[config.mk]
export PLATFORM = sky130hd
export DESIGN_NAME = store_unit
export DESIGN_NICKNAME = d
export VERILOG_FILES = /design/src/rtl/rv32_pkg.sv /design/src/rtl/store_merge.sv /design/src/rtl/store_unit.sv
export SDC_FILE = /design/constraint.sdc
export NUM_CORES = 1
export LEC_CHECK = 0
export BUFFER_PORTS_ARGS = -buffer_cell sky130_fd_sc_hd__buf_2
export CORE_UTILIZATION = 40
export DETAILED_ROUTE_END_ITERATION = 6
export PLACE_DENSITY = 0.65
export SLEW_MARGIN = 20
export SYNTH_ARGS = -nofsm -noshare
export SYNTH_HDL_FRONTEND = slang
export SYNTH_SLANG_ARGS = --single-unit
[constraint.sdc]
create_clock -name iCLK -period 3.5 [get_ports iCLK]
set_input_delay 0.7 -clock iCLK [delete_from_list [all_inputs] [get_ports iCLK]]
set_output_delay 0.7 -clock iCLK [all_outputs]
set_load 0.005 [all_outputs]
[src/rtl/rv32_pkg.sv]
// rv32_pkg: shared RV32I store opcode, func3 and store FSM state encodings
package rv32_pkg;
  localparam logic [6:0] OPCODE_STORE = 7'b0100011;
  localparam logic [2:0] F3_SB = 3'd0;
  localparam logic [2:0] F3_SH = 3'd1;
  localparam logic [2:0] F3_SW = 3'd2;
  localparam logic [2:0] S_IDLE  = 3'd0;
  localparam logic [2:0] S_READ  = 3'd1;
  localparam logic [2:0] S_MERGE = 3'd2;
  localparam logic [2:0] S_WRITE = 3'd3;
  localparam logic [2:0] S_DONE  = 3'd4;
endpackage

[src/rtl/store_merge.sv]
// store_merge: inserts the SB/SH lane of rs2 into an old RAM word (SW passes rs2)
module store_merge
  import rv32_pkg::*;
(
  input  logic [31:0] oldWord,
  input  logic [31:0] rs2,
  input  logic [1:0]  lane,
  input  logic [2:0]  func3,
  output logic [31:0] merged
);
  always_comb begin
    merged = oldWord;
    if (func3 == F3_SB) merged[{lane, 3'b000} +: 8] = rs2[7:0];
    else if (func3 == F3_SH) merged[{lane[1], 4'b0000} +: 16] = rs2[15:0];
    else merged = rs2;
  end
endmodule

[src/rtl/store_unit.sv]
// store_unit: RV32I SB/SH/SW executor; sub-word stores do read-modify-write on a word RAM
module store_unit
  import rv32_pkg::*;
#(
  parameter int ADDR_W = 8,
  parameter int XLEN   = 32
) (
  input  logic              iCLK,
  input  logic              iRST,
  input  logic              iSTART,
  input  logic [31:0]       iIR,
  input  logic [XLEN-1:0]   iREG_OUT1,
  input  logic [XLEN-1:0]   iREG_OUT2,
  output logic [4:0]        oRS1,
  output logic [4:0]        oRS2,
  output logic              oBUSY,
  output logic              oDONE,
  output logic              oERR,
  output logic              oRAM_CE,
  output logic              oRAM_RD,
  output logic              oRAM_WR,
  output logic [ADDR_W-1:0] oRAM_ADDR,
  output logic [XLEN-1:0]   oRAM_DATA,
  input  logic [XLEN-1:0]   iRAM_DATA
);
  logic [2:0]        state;
  logic [ADDR_W+1:0] eaR, ea;
  logic [2:0]        f3R, f3;
  logic [XLEN-1:0]   dataR, mergedR, mergeOut, imm;
  logic              errR, err;
  assign oRS1 = iIR[19:15];
  assign oRS2 = iIR[24:20];
  assign f3   = iIR[14:12];
  assign imm  = {{(XLEN-12){iIR[31]}}, iIR[31:25], iIR[11:7]};
  // only the word-address and lane bits of the effective address matter downstream
  assign ea   = (ADDR_W+2)'(iREG_OUT1 + imm);
  assign err  = iIR[6:0] != OPCODE_STORE || f3 > F3_SW
             || (f3 == F3_SH && ea[0]) || (f3 == F3_SW && ea[1:0] != 2'b00);
  always_ff @(posedge iCLK or posedge iRST) begin
    if (iRST) begin
      state   <= S_IDLE;
      eaR     <= '0;
      f3R     <= '0;
      dataR   <= '0;
      mergedR <= '0;
      errR    <= 1'b0;
    end else begin
      case (state)
        S_IDLE: if (iSTART) begin
          eaR   <= ea;
          f3R   <= f3;
          dataR <= iREG_OUT2;
          errR  <= err;
          state <= err ? S_DONE : f3 == F3_SW ? S_WRITE : S_READ;
        end
        S_READ:  state <= S_MERGE;
        S_MERGE: begin
          mergedR <= mergeOut;
          state   <= S_WRITE;
        end
        S_WRITE: state <= S_DONE;
        default: state <= S_IDLE;
      endcase
    end
  end
  store_merge uMerge (
    .oldWord(iRAM_DATA),
    .rs2    (dataR),
    .lane   (eaR[1:0]),
    .func3  (f3R),
    .merged (mergeOut)
  );
  assign oBUSY     = state != S_IDLE;
  assign oDONE     = state == S_DONE;
  assign oERR      = oDONE & errR;
  assign oRAM_RD   = state == S_READ;
  assign oRAM_WR   = state == S_WRITE;
  assign oRAM_CE   = oRAM_RD | oRAM_WR;
  assign oRAM_ADDR = oRAM_CE ? eaR[ADDR_W+1:2] : '0;
  assign oRAM_DATA = oRAM_WR ? (f3R == F3_SW ? dataR : mergedR) : '0;
endmodule
# [Word-level counts from Yosys, hierarchy flattened]
# Index checks and enable logic that the tools add are counted.
[totals] regBits=81 input_bits=131 wordCells=47
[classes] add_sub_neg=3 n_lt_le_gt_ge=1 eq_ne=10 n_shift=4 n_mux=11 bitwise_logic=2 reduce_logical=10
[ops] cell="32-bit 2-to-1 mux" count=4
[ops] cell="32-bit bitwise mux" count=2
[ops] cell="16-bit by 7-bit variable shift with 32-bit output (first input constant)" count=1
[ops] cell="8-bit by 7-bit variable shift with 32-bit output (first input constant)" count=1
[ops] cell="16-bit by 7-bit indexed part select with 32-bit output" count=1
[ops] cell="8-bit by 7-bit indexed part select with 32-bit output" count=1
[ops] cell="5-bit negator with 7-bit output" count=2
[ops] cell="3-bit by 2-bit equality test with 1-bit output (second input constant)" count=4
[ops] cell="3-bit case mux with 4 select lines" count=1
[ops] cell="10-bit adder" count=1
[ops] cell="3-bit by 1-bit equality test with 1-bit output (second input constant)" count=3
[ops] cell="8-bit 2-to-1 mux" count=1
[ops] cell="7-bit by 6-bit inequality test with 1-bit output (second input constant)" count=1
[ops] cell="3-bit logical NOT" count=2
[ops] cell="3-bit 2-to-1 mux" count=2
[ops] cell="3-bit equality test (second input constant)" count=1
[ops] cell="3-bit by 2-bit greater-than comparator with 1-bit output (second input constant)" count=1
[ops] cell="1-bit logical OR" count=3
[ops] cell="3-bit nonzero test" count=1
[ops] cell="1-bit logical AND" count=2
[ops] cell="2-bit 2-to-1 mux" count=1
[ops] cell="2-bit inequality test (second input constant)" count=1
[ops] cell="2-bit AND reduction" count=1
[ops] cell="2-bit nonzero test" count=1
[ops] cell="other kinds (2)" count=2

# [Depth between registers and ports, before layout]
[logic_depth] depth_word=7 ltp_mapped=9 depth_no_buf=9

# [Modules after synthesis]
# From an unflattened synthesis, not the netlist that was laid out.
[hier_totals] hier_cells=621 area_unflattened_um2=5272.6
[by_module_without_submodules] module="store_unit" instances=1 cells_per_inst=460 area_each_um2=4098.9
[by_module_without_submodules] module="store_merge" instances=1 cells_per_inst=161 area_each_um2=1173.6

# [Worst setup path before layout]
# OpenSTA, ideal clock, no wires.
[synth_timing] path_type="input-to-reg" startpoint="input port iIR[7]" endpoint="register eaR[8]" setup_time_ps=132 arrival_ps=2019 t_required_ps=3368 path_slack_ps=1350 cell_stages=9 path_buffers=0 cell_sequence="ha_1 inv_1 fa_1 nand2b_1 a21oi_1 a211oi_1 o21ai_0 xnor2_1 o21ai_0"
[synth_via] elab_chain_cells=1
[synth_rtl] element="start: declaration" line="store_unit.sv:11" source="input logic [31:0] iIR,"
[synth_rtl] element="10-bit adder" line="store_unit.sv:36" source="assign ea = (ADDR_W+2)'(iREG_OUT1 + imm);"
[synth_rtl] element="end signal: assignment" line="store_unit.sv:42" source="eaR <= '0;"
[synth_rtl] element="end signal: assignment" line="store_unit.sv:50" source="eaR <= ea;"
[synth_rtl] element="end: declaration" line="store_unit.sv:27" source="logic [ADDR_W+1:0] eaR, ea;"
# No other way between the ends.
# A chain may end at the register's enable or synchronous reset.

# [Final worst setup path]
[layout_timing] startpoint="register f3R[1]" endpoint="output port oRAM_DATA[20]"
[layout_via] elab_chain_cells=3
[layout_rtl] element="start: declaration" line="store_unit.sv:28" source="logic [2:0] f3R, f3;"
[layout_rtl] element="start signal: assignment" line="store_unit.sv:43" source="f3R <= '0;"
[layout_rtl] element="start signal: assignment" line="store_unit.sv:51" source="f3R <= f3;"
[layout_rtl] element="3-bit by 2-bit equality test with 1-bit output" line="store_unit.sv:80" source="assign oRAM_DATA = oRAM_WR ? (f3R == F3_SW ? dataR : mergedR) : '0;"
[layout_rtl] element="32-bit 2-to-1 mux (2 in series)" line="store_unit.sv:80"
[layout_rtl] element="end: declaration" line="store_unit.sv:23" source="output logic [XLEN-1:0] oRAM_DATA,"
# No other way between the ends.

==> flow_summary.json <==
{
  "worstPathRequired_ns": 2.80,
  "route.detailed.drc": 0,
  "slowest_delay_ns": 0.74,
  "endpoint_kind": "output pin",
  "max_freq_ghz": 0.3584,
  "cts_buffer_depth": 2,
  "gp_congestion": 0.8009,
  "placed_area_sq_um": 5982,
  "wire_per_inst_um": 16.35,
  "io_pins": 187,
  "ys_types": 39,
  "yosysWarningCount": 0,
  "dieArea_sq_um": 13600,
  "grt_use_total_pct": 24.16,
  "reg2reg_from": "eaR[0]",
  "hp-start": "mergedR[2]",
  "finalSetupTns_ns": 0,
  "initial_core_util_pct": 41.32,
  "clock-sinks": 81,
  "final_area_sq_um": 6280,
  "grt_pass1_vias": 4940,
  "fin_ws_ns": 0.7102,
  "antenna_cells": 0,
  "final_nets": 942,
  "postSynthAreaPerCell_sq_um": 7.552,
  "status": "complete, no violations",
  "arrival_ns": 2.09,
  "yosys_most_used_dff": "dfrtp_1",
  "htree_levels": 3,
  "post_cts_resized": 0,
  "path_cells": "or3b_2 -> nand2_1 -> a21oi_1 -> buf_2",
  "relSlewSlack_pct": 32.45,
  "irDropWorstVdd_v": 0.0004781,
  "cp-start-kind": "flop",
  "detail-route-antenna-nets": 0,
  "overflow": 0,
  "synth_nets": 842,
  "ys_top_cells_by_area": "dfrtp_1 (39%), nand2_1 (16%), a21oi_1 (8.5%)",
  "ff2ff_path_depth": 6,
  "yosys-top-cells-count": "nand2_1 (224), a21oi_1 (89), dfrtp_1 (81)",
  "portBuffers": 142,
  "core_area_sq_um": 12720,
  "setup_viol": 0,
  "synthCells": 696,
  "rr_endpoint": "mergedR[13]",
  "worst_pin_slew_ns": 1.006,
  "min_period_over_period_pct": 79.71,
  "area_growth_pct": 19.47,
  "rrSetupSlack_ns": 1.15,
  "grt_first_pass_wirelength_mm": 25.01,
  "numCtsBuffers": 9,
  "rsz0062_at_grt": "no",
  "syn-cell-area_sq_um": 5256,
  "criticalPathCategory": "flop to output pin",
  "dr_total_vias": 5249,
  "critPathSlowestCell": "or3b_2",
  "tritoncts": "yes",
  "synth_seq_cells": 81,
  "row_count": 41,
  "dr.pass1.iters": 5,
  "yosysMostFrequentCell": "nand2_1",
  "routed_wl_mm": 15.88,
  "final_cells": 971,
  "min_period_ns": 2.790,
  "synth_edf_count": 0,
  "antenna_found_initial": 0,
  "clkSlewWorstSetupHoldPaths_ns": 0.06,
  "power_density_nw_per_um2": 828.4,
  "critPathMaxFanout": 32,
  "hold_buffers": 0,
  "clkLatencyLatePin_ns": 0.34,
  "dp_slack_ns": 1.030,
  "drive_above_1_share_pct": 21.78,
  "cap_violations": 0,
  "die_w_um": 116.6,
  "dp_hpwl_mm": 11.03,
  "post-place-cells": 957,
  "routed_via_density": 5.406,
  "final_hold_viol_count": 0,
  "synth_top_area_cell": "dfrtp_1",
  "synth_top_area_share_pct": 38.56,
  "postCtsSetupRepairBufs": 0,
  "grt_max_degree": 65,
  "fin_skew_ns": 0.004363,
  "holdPathEnd": "mergedR[2]",
  "whs_path_depth": 2,
  "slew_violations": 0,
  "power_leakage_uw": 0.003194,
  "yosysSeqAreaShare_pct": 38.56,
  "dieHeight_um": 116.6,
  "root_buffer": "clkbuf_16",
  "synthArstFlopShare_pct": 100.0,
  "hold_class": "flop to flop",
  "drt_iter0_drc": 544
}
[stage by stage]
step / hold WS, ns / util [%] / total power, uW
2_1_floorplan: 0.4418 / - / 3562
6_report: 0.4775 / 49.36 / 5202
4_1_cts: 0.4798 / 49.26 / 5190
3_5_place_dp: 0.4658 / 47.02 / 4244
3_3_place_gp: 0.4526 / 47.02 / 4159
5_1_grt: 0.5061 / 49.36 / 5645
[cell usage in the layout (no fill, tap or decap), types with 2 or more instances in the layout]
cell and count:
clkbuf_16 9, xnor2_1 4, nor2_1 24, o31ai_1 16
nand2_1 222, xor2_1 5, nand3_1 16, mux2i_1 16
o21ai_0 27, and2_1 11, a21oi_1 89, dfrtp_1 81
nor3b_2 2, nor3_1 4, ha_1 14, buf_2 142
a221oi_1 16, a21o_1 5, o21ai_1 2, inv_1 9
buf_4 10, a211oi_1 17, nand2b_1 19, and3_1 17
[power by group]
part           internal, uW  switching [uW]  total [uW]
Clock                   563             371         934
Combinational           879            1480        2360
Sequential             1380             525        1910
Total                  2830            2380        5200
[worst max path at each step]
stage,start,to
2_1_floorplan,iRST,dataR[0]
3_3_place_gp,state[0],oRAM_DATA[20]
3_5_place_dp,state[0],oRAM_DATA[20]
4_1_cts,state[0],oRAM_DATA[20]
5_1_grt,state[0],oRAM_DATA[4]
6_report,f3R[1],oRAM_DATA[20]
[flip-flops by register name, summed over array words and instances (netlist names)]
signal   flops
eaR         10
state        3
f3R          3
errR         1
mergedR     32
dataR       32
[layer usage]
metal | global-route usage [%] | share of wire (%) | wire length, um
met1 | 32.08 | 45 | 7088
met2 | 39.13 | 46 | 7342
met3 | 4.152 | 6.4 | 1018
met4 | 9.789 | 2.7 | 427
met5 | 0 | 0 | 0
[critical path: cells and delay by family (launching register included)]
| family | cells | cell delay (ns) |
|---|---|---|
| buffers and inverters | 1 | 0.17 |
| and+or+nand+nor | 2 | 0.85 |
| DFF | 1 | 0.46 |
| AOI/OAI and AO/OA | 1 | 0.26 |
[kinds of logic after synthesis]
logic type | share of synthesized area (%)
fa+ha+maj | 3.713
compound gates | 19.92
simple gates | 26.90
xor+xnor | 1.500
flops | 38.56
mux | 3.047
buf+inv | 6.356
[cell type report]
cell class	count	area (sq um)
clock buffers	11	242.7
clock inverters	3	42.54
fillers	1324	6442
inverters	11	43.79
multi-input cells	541	2923
flip-flops and latches	81	2027
well taps	172	215.2
repair buffers	152	785.8
Power figures use the tool's default switching activity.
